File: src/rtl/ggt_pkg.sv
// Shared definitions for the subtractive-Euclid ggT unit:
// default operand width and the controller state type.
package ggt_pkg;

    localparam int GGT_WIDTH = 16;

    typedef enum logic [1:0] {
        IDLE = 2'd0,
        CALC = 2'd1,
        DONE = 2'd2
    } state_t;

endpackage

File: src/rtl/ggt_step.sv
// One subtractive Euclid step: decides between finishing and subtracting
// the smaller operand from the larger one.
module ggt_step #(
    parameter int WIDTH = ggt_pkg::GGT_WIDTH
) (
    input  logic [WIDTH-1:0] a_i,
    input  logic [WIDTH-1:0] b_i,
    output logic [WIDTH-1:0] a_next_o,
    output logic [WIDTH-1:0] b_next_o,
    output logic             done_o,
    output logic [WIDTH-1:0] result_o
);

    always_comb begin
        a_next_o = a_i;
        b_next_o = b_i;
        done_o   = 1'b0;
        result_o = a_i;
        // Zero checks come first so ggT(0,b)=b and ggT(a,0)=a finish at once.
        if (b_i == '0) begin
            done_o   = 1'b1;
            result_o = a_i;
        end else if (a_i == '0) begin
            done_o   = 1'b1;
            result_o = b_i;
        end else if (a_i == b_i) begin
            done_o   = 1'b1;
            result_o = a_i;
        end else if (a_i > b_i) begin
            a_next_o = a_i - b_i;
        end else begin
            b_next_o = b_i - a_i;
        end
    end

endmodule

File: src/rtl/ggt_euclid.sv
// Sequential ggT unit: captures two operands on start, runs one subtraction
// per clock and holds the result with a level valid flag until the next start.
module ggt_euclid
    import ggt_pkg::*;
#(
    parameter int WIDTH = GGT_WIDTH
) (
    input  logic             clk,
    input  logic             rst_i,
    input  logic             start_i,
    input  logic [WIDTH-1:0] Zahl1_i,
    input  logic [WIDTH-1:0] Zahl2_i,
    output logic             valid_o,
    output logic [WIDTH-1:0] ergebnis_o
);

    state_t             state_q, state_d;
    logic [WIDTH-1:0]   a_q, a_d;
    logic [WIDTH-1:0]   b_q, b_d;
    logic               valid_q, valid_d;
    logic [WIDTH-1:0]   ergebnis_q, ergebnis_d;

    logic [WIDTH-1:0]   step_a;
    logic [WIDTH-1:0]   step_b;
    logic               step_done;
    logic [WIDTH-1:0]   step_result;

    ggt_step #(
        .WIDTH (WIDTH)
    ) u_step (
        .a_i      (a_q),
        .b_i      (b_q),
        .a_next_o (step_a),
        .b_next_o (step_b),
        .done_o   (step_done),
        .result_o (step_result)
    );

    always_ff @(posedge clk or negedge rst_i) begin
        if (!rst_i) begin
            state_q    <= IDLE;
            a_q        <= '0;
            b_q        <= '0;
            valid_q    <= 1'b0;
            ergebnis_q <= '0;
        end else begin
            state_q    <= state_d;
            a_q        <= a_d;
            b_q        <= b_d;
            valid_q    <= valid_d;
            ergebnis_q <= ergebnis_d;
        end
    end

    always_comb begin
        state_d = state_q;
        case (state_q)
            IDLE, DONE: if (start_i)   state_d = CALC;
            CALC:       if (step_done) state_d = DONE;
            default:                   state_d = IDLE;
        endcase
    end

    // start_i is only honoured outside CALC, so late operand changes are inert.
    always_comb begin
        a_d        = a_q;
        b_d        = b_q;
        valid_d    = valid_q;
        ergebnis_d = ergebnis_q;
        case (state_q)
            IDLE, DONE: begin
                if (start_i) begin
                    a_d     = Zahl1_i;
                    b_d     = Zahl2_i;
                    valid_d = 1'b0;
                end
            end
            CALC: begin
                if (step_done) begin
                    ergebnis_d = step_result;
                    valid_d    = 1'b1;
                end else begin
                    a_d = step_a;
                    b_d = step_b;
                end
            end
            default: begin
                valid_d = 1'b0;
            end
        endcase
    end

    assign valid_o    = valid_q;
    assign ergebnis_o = ergebnis_q;

endmodule

File: config.mk
export PLATFORM = sky130hd
export DESIGN_NAME = ggt_euclid
export DESIGN_NICKNAME = d
export VERILOG_FILES = /design/src/rtl/ggt_pkg.sv /design/src/rtl/ggt_step.sv /design/src/rtl/ggt_euclid.sv
export SDC_FILE = /design/constraint.sdc
export NUM_CORES = 1
export LEC_CHECK = 0
export ABC_CLOCK_PERIOD_IN_PS = 3200
export CORE_MARGIN = 3
export CORE_UTILIZATION = 25
export CTS_CLUSTER_SIZE = 14
export DETAILED_ROUTE_END_ITERATION = 7
export DONT_BUFFER_PORTS = 1
export GPL_TIMING_DRIVEN = 0
export MAX_ROUTING_LAYER = met4
export SLEW_MARGIN = 10
export SYNTH_ARGS = -nofsm -noshare
export SYNTH_HDL_FRONTEND = slang
export SYNTH_SLANG_ARGS = --single-unit
File: constraint.sdc
create_clock -name clk -period 3.2 [get_ports clk]
set_clock_uncertainty 0.15 [all_clocks]
set_input_delay 0.32 -clock clk [delete_from_list [all_inputs] [get_ports clk]]
set_output_delay 0.32 -clock clk [all_outputs]
set_load 0.01 [all_outputs]
-- Yosys cells after proc, flatten, opt, wreduce, memory -nomap -nowiden
Index checks and enable logic that the tools add are counted.
- $add $sub $neg: 2
- $lt $le $gt $ge: 1
- equality and inequality tests: 11
- mux-type cells: 25
- reductions and logical operators: 9
- operators by type and width (operator ; count):
    $mux 16 ; 14
    $pmux 16 s2 ; 2
    $logic_not 16->1 ; 2
    $sub 16x16->16 ; 2
    $eq 16x16->1 ; 1
    $gt 16x16->1 ; 1
    $ne 2x2->1 const B ; 7
    $reduce_and 7->1 ; 2
    $mux 1 ; 5
    $mux 2 ; 2
    $pmux 2 s2 ; 1
    $reduce_and 2->1 ; 2
    $eq 2x1->1 const B ; 1
    $eq 2x2->1 const B ; 1
    $logic_not 2->1 ; 1
    $ne 2x1->1 const B ; 1
    $pmux 1 s2 ; 1
    $reduce_bool 2->1 ; 1
    $reduce_or 2->1 ; 1
- register bits: 51
- input bits: 35
- word-level logic and storage cells: 53

-- Depth between registers and ports, before layout
Gate-level depths: netlist of the first run.
- word-level depth: 7
- gate-level depth with buffers: 11
- depth with buffers taken out: 9

-- Cells and area by module
Synthesis of the first run repeated with hierarchy kept, for this count alone.
- cell total of the unflattened synthesis: 514
- area, all modules: 4429.2 um^2
- by module, submodules not included (module ; instances ; cells an instance ; area each (um^2) ; seq. area each (um^2)):
    ggt_step ; 1 ; 329 ; 2260.9 ; 0.0
    ggt_euclid ; 1 ; 185 ; 2168.3 ; 1251.2

-- Worst setup path after synthesis of the first run
OpenSTA, ideal clock, no wires.
- kind: register to register
- from: register a_q[13]
- to: register a_q[13]
- setup time: 0.125 ns
- arrival time: 2.299 ns
- required time: 2.925 ns
- slack: 0.625 ns
- cell stages (with the launch flop): 10
- clock period less this slack: 2.575 ns
- cell sequence: dfrtp_1 -> inv_1 -> ha_1 -> buf_2 -> nand4_1 -> or4_4 -> a32oi_2 -> a31oi_1 -> buf_4 -> mux2_4
- cells in the longest elaborated chain, start to end: 7
- elaborated cells on any way between the ends: 18
- ends and longest elaborated chain (element ; line ; text):
    from (decl) ; ggt_euclid.sv:18 ; logic [WIDTH-1:0] a_q, a_d;
    from (signal assigned) ; ggt_euclid.sv:42 ; a_q <= '0;
    from (signal assigned) ; ggt_euclid.sv:48 ; a_q <= a_d;
    $sub 16x16->16 ; ggt_step.sv:30 ; a_next_o = a_i - b_i;
    $mux 16 ; ggt_step.sv:29 ; end else if (a_i > b_i) begin
    $mux 16 ; ggt_step.sv:26 ; end else if (a_i == b_i) begin
    $mux 16 ; ggt_step.sv:23 ; end else if (a_i == '0) begin
    $mux 16 ; ggt_step.sv:20 ; if (b_i == '0) begin
    $mux 16 ; ggt_euclid.sv:79 ; if (step_done) begin
    $pmux 16 s2 ; ggt_euclid.sv:70 ; case (state_q)
Several ways; a longest one is shown, not always the timed one. The select of a mux whose other input is x is not followed.
A chain may end at the register's enable or synchronous reset.

-- Worst setup path after layout of the first run
- from: register b_q[13]
- to: register a_q[15]
- cells in the longest elaborated chain, start to end: 7
- elaborated cells on any way between the ends: 18
- ends and longest elaborated chain (element ; line ; text):
    from (decl) ; ggt_euclid.sv:19 ; logic [WIDTH-1:0] b_q, b_d;
    from (signal assigned) ; ggt_euclid.sv:43 ; b_q <= '0;
    from (signal assigned) ; ggt_euclid.sv:49 ; b_q <= b_d;
    $sub 16x16->16 ; ggt_step.sv:30 ;
    $mux 16 ; ggt_step.sv:29 ;
    $mux 16 ; ggt_step.sv:26 ;
    $mux 16 ; ggt_step.sv:23 ;
    $mux 16 ; ggt_step.sv:20 ;
    $mux 16 ; ggt_euclid.sv:79 ;
    $pmux 16 s2 ; ggt_euclid.sv:70 ;
Several ways; a longest one is shown, not always the timed one. The select of a mux whose other input is x is not followed.

==> results of run 1 <==
## layer usage
layer	track usage (%)	wire, um
met5	-	0
met4	4.20	295
met1	22.9	6650
met2	25.0	6140
met3	2.56	814
## sequential cells by signal, indices dropped and copies added (netlist names)
name	flops
valid_o	1
state_q	1
ergebnis_o	16
a_q	16
b_q	16
## final cells by class
class	instances	area share [%]
clock inverter	2	0.283
timing repair buffer	2	0.849
buffer	30	3.57
sequential	50	28.3
inverter	37	3.14
tap	211	5.97
clock buffer	6	3.14
multi-input combinational	379	54.8
## worst max-delay path by stage
stage	startpoint	end	slack, ns
2_1_floorplan	a_q[13]$_DFFE_PN0P_	a_q[13]$_DFFE_PN0P_	0.63
6_report	b_q[13]$_DFFE_PN0P_	a_q[15]$_DFFE_PN0P_	0.20
5_1_grt	a_q[7]$_DFFE_PN0P_	b_q[14]$_DFFE_PN0P_	0.001
3_5_place_dp	a_q[0]$_DFFE_PN0P_	a_q[5]$_DFFE_PN0P_	0.11
4_1_cts	a_q[0]$_DFFE_PN0P_	a_q[5]$_DFFE_PN0P_	0.05
3_3_place_gp	a_q[0]$_DFFE_PN0P_	a_q[5]$_DFFE_PN0P_	0.14
## stage by stage
stage | instances | utilization (%) | area [um^2]
after floorplan | 496 | - | 3960
after global placement | 707 | 27.5 | 4230
after detailed placement | 707 | 27.5 | 4230
after CTS | 717 | 28.7 | 4420
after global routing | 717 | 28.8 | 4420
final | 717 | 28.8 | 4420
## cell usage in the layout, fill, tap and decap left out, types with 8 or more instances in the layout
cell type	instances
o21ai_0	23
dfrtp_1	50
nor2_1	55
inv_1	36
nor4_1	9
a31oi_1	13
nand2b_1	9
buf_2	10
nand4_1	8
nand2_1	49
xnor2_1	8
ha_1	31
mux2i_1	8
clkbuf_1	11
a21oi_1	72
## timing repair
action,4_1_cts,5_1_grt
hold buffers,2,0
resized for setup,0,3
setup endpoints to repair,0,10
hold endpoints to repair,50,0
## cells by family (layout without fill, tap and decap cells)
| kind of cell | count (synthesis) | in the layout | share of synthesized area (%) |
|---|---|---|---|
| AO/OA/AOI/OAI | 160 | 160 | 24.9 |
| XOR/XNOR | 12 | 12 | 2.65 |
| adder cells (fa/ha/maj) | 33 | 33 | 10.8 |
| buffers and inverters | 67 | 77 | 7.45 |
| flip-flops | 50 | 50 | 31.6 |
| multiplexers | 12 | 12 | 3.25 |
| AND/OR/NAND/NOR | 162 | 162 | 19.4 |
==> impl_results.md, run 1 <==
- Status: finished, final reports clean
- Die Y: 132 um
- Largest net degree at the start of global routing: 51
- Worst-Margin Slew: slightly above 0.7 ns
- Residual overflow from global routing: 0
- Top FF cell, synth: dfrtp_1
- Crit path kind: flop to flop
- Worst path cell trace: ha_1 -> buf_2 -> nand2_1 -> or4_1 -> a311oi_1 -> o21a_1 -> o31ai_1 -> mux2_2
- Worst Hold End: a_q[4]$_DFFE_PN0P_
- Reg2Reg Depth: 8
- Reg2Reg Setup Slack: roughly 0.20 ns
- Number of global-route vias before repair: around 3.8k
- Unique masters post-synth: between 50 and 60
- Total Die Area: about 17000 um^2
- Global-route wire length before repair: approximately 22 mm
- Setup WS post-layout: between 0.2 and 0.25 ns
- Final Setup Violations: 0
- R2R Path Start: b_q[13]$_DFFE_PN0P_
- Hold Vio Cnt, Final: 0
- Fin. max-slew vios: 0
- Register Area: around 1300 um^2
- Pre-CTS worst setup slack: between 0.1 and 0.15 ns
- Hold_sp: Zahl1_i[4]
- Ports: between 50 and 60
- Final nets: roughly 570
- Worst relative slew slack: slightly above 50%
- CP Data Arrival Time: about 3.0 ns
- Cell Area, Synth: 3960 um^2
- Top cell type's share of synthesized area: between 30% and 40%
- Vias/cell: about 5.2
- RD Place Congestion: a little over 0.9
- MaxCap Viol Count: 0
- # clock sinks: 50
- Worst skew pair latency: roughly 0.3 ns
- Vias after detailed routing: ~3.7k
- Reg2reg end: a_q[15]$_DFFE_PN0P_
- Tcrit/Tclk final: between 90% and 100%
- Initial antenna violation count: 1
- Synth Warn #: 0
- Initial Utilization: 25.8%
- Setup Buffers After CTS: 0
- Layout area overhead: 11.6%
- Top-count cell post-synth: a21oi_1
- Detail Placement HPWL: around 11 mm
- Max stage delay on crit path: around 0.61 ns
- Routed Antenna Nets: 0
- Min cycle time layout: approximately 3.0 ns
- Critical Path Stages: 8
- Die width: 132 um
- RSZ-0062 raised after global routing: no
- WL/cell: ~19 um
- Max FO, Critical Path: 10
- Clk buf depth: 2
- Worst path bufs/invs: 1
- Mapped Cells: between 400 and 500
- Worst hold path type: input port to flop
- Routed wire length: 13.9 mm
- CTS clk-pin slew, worst paths: 0.07 ns
- Pre-antenna DRT Iters: 5
- CP max-delay cell: or4_1
- Largest cells by area after synthesis: dfrtp_1, ha_1, a21oi_1, nor2_1, nand2_1
- Root buffer cell: clkbuf_16
- Row cnt: 45
- Ant diodes: 0
- Delay-heaviest family, CP: simple AND/OR/NAND/NOR gates
- Post-synth ARST share: between 90% and 100%
- Synth area leader: dfrtp_1
- Critical path capture point type: flop
- Final hold slack: 0.0137 ns
- Flops & latches, synth: 50
- Port buffer count: 0
- Fmax: roughly 330 MHz
- Fin Setup TNS: 0 ns
- Share of cells above drive strength 1: approximately 8.3%
- Syn Nets: around 560
- Worst hold stages: 2
- Critical Path RT: 3.24 ns
- Syn Area/Cell: 7.99 um^2
- GR Util All Layers: around 16%
- CTS tree: yes
- Startpoint Class: flop
- Fill cells: 1690
- Post-synth EDFFs: 0
- Register area share after synthesis: a little under a third
- Drt drc: 0
- Initial drt markers: 269
- Top post-synthesis cells by count: a21oi_1, nor2_1, dfrtp_1
- Core ar.: around 15000 um^2
- TritonCTS Buffers: 5
- Multi-input logic area: around 2400 um^2
- Htree depth: 2
Power of run 1 is left out: the tool's default activity adds up to more than one toggle a clock period on the data nets, which glitch-free logic cannot reach.
==> run 2, diff against run 1 <==
- SYNTH_HIERARCHICAL: unset -> 1
==> run 2 against run 1 <==
Wire length grew 8.5%; die area is 11% higher; cell area up 20%; sequential share of layout area is 4.4 points lower; critical path type unchanged; largest cell class unchanged; highest routed layer unchanged.
==> impl_results.md, run 2 <==
- Status: finished, final reports clean
- Crit path kind: flop to flop
- Pre-antenna DRT Iters: 5
- Critical path capture point type: flop
- Share of cells above drive strength 1: ~25%
- Worst-Margin Slew: around 0.75 ns
- Top cell type's share of synthesized area: between 20% and 30%
- GR Util All Layers: 15.5%
- CTS clk-pin slew, worst paths: 0.08 ns
- Fmax: between 300 and 400 MHz
- Post-synth EDFFs: 0
- Cell Area, Synth: 4430 um^2
- Top-count cell post-synth: a21oi_1
- Largest cells by area after synthesis: dfrtp_1, ha_1, a21oi_1, mux2i_1, o22ai_2
- Tcrit/Tclk final: 99.0%
- Drt drc: 0
- Synth Warn #: 6
- Fin. max-slew vios: 0
- Final nets: between 600 and 700
- MaxCap Viol Count: 0
- Startpoint Class: flop
- Port buffer count: 0
- Hold Vio Cnt, Final: 0
- Global-route wire length before repair: roughly 23 mm
- Worst relative slew slack: around 50%
- Reg2reg end: b_q[7]$_DFFE_PN0P_
- Mapped Cells: about 510
- Final Setup Violations: 0
- WL/cell: 19.5 um
- Most common cell after layout, fill and taps aside: a21oi_1
- Residual overflow from global routing: 0
- Vias after detailed routing: between 3k and 4k
- CTS tree: yes
- Vias/cell: between 5 and 6
- Detail Placement HPWL: 11.4 mm
- Routed wire length: roughly 15 mm
- Worst hold stages: 2
- # clock sinks: 50
- Syn Area/Cell: around 8.6 um^2
- Layout area overhead: 19.4%
- CP max-delay cell: or4_4
- Core ar.: between 15000 and 20000 um^2
- Max FO, Critical Path: 5
- Number of global-route vias before repair: 3914
- Syn Nets: 582
- Clk buf depth: 2
- Final hold slack: approximately 0.07 ns
- Worst path bufs/invs: 4
- Most frequent cells in the layout: a21oi_1, nand2_1, nor2_1
- Initial drt markers: approximately 260
- Row cnt: 48
- CP Data Arrival Time: between 3 and 4 ns
- Worst Hold End: a_q[13]$_DFFE_PN0P_
- Worst path cell trace: inv_2 -> ha_1 -> buf_6 -> nand2_4 -> or3_4 -> or4_4 -> nand3_4 -> or3_4 -> buf_6 -> bufbuf_16 -> mux2i_4 -> o22ai_2 -> a21oi_1
- Flops & latches, synth: 50
- Ant diodes: 0
- Top post-synthesis cells by count: a21oi_1, dfrtp_1, nand2_1
- Routed Antenna Nets: 0
- Worst skew pair latency: 0.30 ns
- Min cycle time layout: between 3 and 4 ns
- Initial Utilization: between 20% and 30%
- RSZ-0062 raised after global routing: yes
- Max stage delay on crit path: 0.51 ns
- Largest net degree at the start of global routing: slightly above 50
- Register area share after synthesis: about 28%
- Reg2Reg Setup Slack: 0.03 ns
- Critical Path RT: 3.27 ns
- Hold_sp: Zahl1_i[13]
- Htree depth: 2
- Top FF cell, synth: dfrtp_1
- Reg2Reg Depth: 13
- Initial antenna violation count: 0
- Die Y: roughly 140 um
- Worst hold path type: input port to flop
- Ports: 52
- Delay-heaviest family, CP: simple AND/OR/NAND/NOR gates
- R2R Path Start: a_q[10]$_DFFE_PN0P_
- Unique masters post-synth: 54
- Die width: roughly 140 um
- RD Place Congestion: ~1
- Critical Path Stages: 13
- Synth area leader: dfrtp_1
- Root buffer cell: clkbuf_16
- TritonCTS Buffers: 5
- Post-synth ARST share: between 90% and 100%
- Total Die Area: just under 20000 um^2
[run 2: worst max-delay path by stage]
stage	start	slack [ns]	to
2_1_floorplan	a_q[0]$_DFFE_PN0P_	0.26	a_q[13]$_DFFE_PN0P_
3_3_place_gp	a_q[0]$_DFFE_PN0P_	-0.54	b_q[7]$_DFFE_PN0P_
4_1_cts	a_q[9]$_DFFE_PN0P_	0.0001	b_q[9]$_DFFE_PN0P_
5_1_grt	a_q[10]$_DFFE_PN0P_	-0.02	b_q[11]$_DFFE_PN0P_
3_5_place_dp	a_q[0]$_DFFE_PN0P_	-0.54	b_q[7]$_DFFE_PN0P_
6_report	a_q[10]$_DFFE_PN0P_	0.03	b_q[7]$_DFFE_PN0P_
[run 2: worst register-to-register path, stage by stage, from the launching register on]
cell,delay [ns]
dfrtp_1,0.39
inv_2,0.08
ha_1,0.29
buf_6,0.11
nand2_4,0.06
or3_4,0.39
or4_4,0.51
nand3_4,0.13
or3_4,0.14
buf_6,0.11
bufbuf_16,0.28
mux2i_4,0.25
o22ai_2,0.08
a21oi_1,0.11
[run 2: cell families after synthesis]
| group | share of synthesized area [%] |
|---|---|
| xor gates and xnor gates | 4.94 |
| AOI/OAI and AO/OA | 22.7 |
| and+or+nand+nor | 14.5 |
| buffers and inverters | 8.47 |
| muxes | 11.5 |
| adders and majority gates | 9.66 |
| DFF | 28.2 |
[run 2: cell type report]
| cell class | count | area (um^2) |
|---|---|---|
| clock buffers | 6 | 139 |
| repair buffers | 34 | 305 |
| multi-input cells | 394 | 2910 |
| clock inverters | 2 | 16.3 |
| fillers | 1822 | 12000 |
| well taps | 225 | 282 |
| inverters | 36 | 136 |
| plain buffers | 27 | 241 |
| flip-flops and latches | 50 | 1260 |
[run 2: timing repair]
action,4_1_cts,5_1_grt
setup endpoints to repair,49,27
setup buffers,18,12
gates resized for setup,28,14
cloned,1,0
pin swaps,4,3
hold endpoints to repair,51,0
hold buffers,3,0
[run 2: metal layers]
metal | track usage, % | wire (um)
met3 | 1.59 | 528
met5 | - | 0
met2 | 26.5 | 7590
met1 | 18.1 | 6220
met4 | 7.83 | 750
[run 2: metrics by stage]
| step | area [um^2] | TNS, ns | utilization, % | worst slack (ns) | instances |
|---|---|---|---|---|---|
| 6_report | 5290 | 0 | 30.6 | 0.0310 | 774 |
| 5_1_grt | 5290 | -0.0935 | 30.6 | -0.0235 | 774 |
| 4_1_cts | 5170 | 0 | 29.9 | 0.000135 | 765 |
| 3_5_place_dp | 4710 | -16.39 | 27.2 | -0.545 | 739 |
| 3_3_place_gp | 4710 | -15.84 | 27.2 | -0.536 | 739 |
| 2_1_floorplan | 4430 | 0 | - | 0.261 | 514 |
Power of run 2 is left out for the same reason.
==> run 3, diff against run 2 <==
- REMOVE_ABC_BUFFERS: unset -> 1
- SYNTH_HIERARCHICAL: 1 -> unset
==> run 3 against run 2 <==
Worst hold slack worse by 0.061 ns; cell area is 14% lower; global-route usage is 0.21 points lower; critical path depth is 5 lower; cell count is 9.3% lower; via count is 8.5% lower; register-to-register slack better by 0.08 ns; utilization is 1.0 points lower; maximum frequency is 2.6% higher; setup slack better by 0.080 ns; non-clock buffer count is 45 lower.
==> impl_results.md, run 3 (same netlist as run 1, synthesis figures left out) <==
- Register Area: 1250 um^2
- Routed Antenna Nets: 0
- Placed cell count: about 680
- Initial drt markers: approximately 290
- MaxCap Viol Count: 0
- Worst relative slew slack: about half
- TritonCTS Buffers: 5
- Fin Setup TNS: 0 ns
- GR Util All Layers: around 15%
- Largest net degree at the start of global routing: approximately 50
- Core ar.: roughly 15000 um^2
- Clk buf depth: 2
- Detail Placement HPWL: approximately 9.6 mm
- WL/cell: about 19 um
- Ant diodes: 0
- Global-route wire length before repair: 20.7 mm
- Final nets: between 500 and 600
- Worst path bufs/invs: 1
- Fill cells: between 1.5k and 2k
- Fin. max-slew vios: 0
- Max stage delay on crit path: 0.60 ns
- Layout area overhead: 14.6%
- Min cycle time layout: a little over 3 ns
- Die Y: between 100 and 150 um
- Pre-antenna DRT Iters: 5
- CTS clk-pin slew, worst paths: 0.07 ns
- Tcrit/Tclk final: a little over nine tenths
- Most frequent cells in the layout: a21oi_1, nor2_1, dfrtp_1
- Vias after detailed routing: between 3k and 4k
- CP max-delay cell: or4_4
- Vias/cell: 5.19
- Critical path capture point type: flop
- Root buffer cell: clkbuf_16
- Final Setup Violations: 0
- Residual overflow from global routing: 0
- Number of global-route vias before repair: roughly 3.6k
- Routed wire length: 13.0 mm
- Status: finished, final reports clean
- RD Place Congestion: between 0.8 and 0.9
- Worst path cell trace: ha_1 -> nand4_1 -> or4_4 -> a32oi_4 -> inv_2 -> o221ai_4 -> nor2_1 -> a221o_1
- Multi-input logic area: between 2000 and 3000 um^2
- Most common cell after layout, fill and taps aside: a21oi_1
- Non-filler cells, final: 702
- Total Die Area: ~17000 um^2
- RSZ-0062 raised after global routing: no
- Fmax: around 320 MHz
- Initial Utilization: approximately a quarter
- Ports: 52
- # clock sinks: 50
- Port buffer count: 0
- Drt drc: 0
- Row cnt: 45
- Htree depth: 2
- Delay-heaviest family, CP: simple AND/OR/NAND/NOR gates
- Fin util: 29.5%
- Max FO, Critical Path: 10
- Worst hold path type: input port to flop
- Worst-Margin Slew: ~0.75 ns
- CTS tree: yes
- CP Data Arrival Time: around 3.1 ns
- Worst skew pair latency: approximately 0.3 ns
- Die width: 132 um
- Crit path kind: flop to flop
- Share of cells above drive strength 1: roughly 10%
- Startpoint Class: flop
- Hold Vio Cnt, Final: 0
- Critical Path RT: 3.24 ns
- Initial antenna violation count: 0
==> run 3: final timing paths <==
kind / slack [ns] / from / to / cells past startpoint
setup reg to reg: 0.11 / b_q[13]$_DFFE_PN0P_ / b_q[15]$_DFFE_PN0P_ / 8
hold / removal: 0.01 / Zahl1_i[8] / a_q[8]$_DFFE_PN0P_ / 2
hold reg to reg: 0.42 / b_q[4]$_DFFE_PN0P_ / b_q[4]$_DFFE_PN0P_ / 2
setup / recovery: 0.11 / b_q[13]$_DFFE_PN0P_ / b_q[15]$_DFFE_PN0P_ / 8
min in group asynchronous: 0.38 / rst_i / ergebnis_o[2]$_DFFE_PN0P_ / 2
max in group asynchronous: 2.30 / rst_i / a_q[11]$_DFFE_PN0P_ / 2
==> run 3: stage by stage <==
stage                     hold WS, ns  setup WS [ns]  cell area [um^2]
after floorplan                -0.126         -0.445              3810
after global placement         -0.123          -1.85              4070
after detailed placement       -0.123         -0.342              4210
after CTS                      0.0127        0.00687              4470
after global routing           0.0217         0.0145              4540
final                          0.0110          0.111              4540
==> run 3: final cells by class <==
| type | instances | share of cell area (%) |
|---|---|---|
| inverter | 37 | 3.06 |
| sequential | 50 | 27.5 |
| clock inverter | 2 | 0.303 |
| multi-input combinational | 380 | 55.6 |
| tap | 211 | 5.81 |
| clock buffer | 6 | 2.84 |
| timing repair buffer | 16 | 4.82 |
==> run 3: what timing repair did <==
| action | in CTS | in global routing |
|---|---|---|
| endpoints found under the setup margin | 24 | 18 |
| hold endpoints to repair | 50 | 0 |
| gates resized for setup | 3 | 8 |
| cloned | 1 | 0 |
| hold buffers | 2 | 0 |
| setup buffers | 6 | 3 |
| pin swaps | 2 | 1 |
==> run 3: routing by layer <==
metal	track usage (%)	routed length (um)	up-vias
li1	-	-	1754
met1	21.4	6290	1756
met2	22.9	5810	120
met3	2.40	644	15
met4	4.08	241	0
met5	-	0	-
Power of run 3 is left out for the same reason.
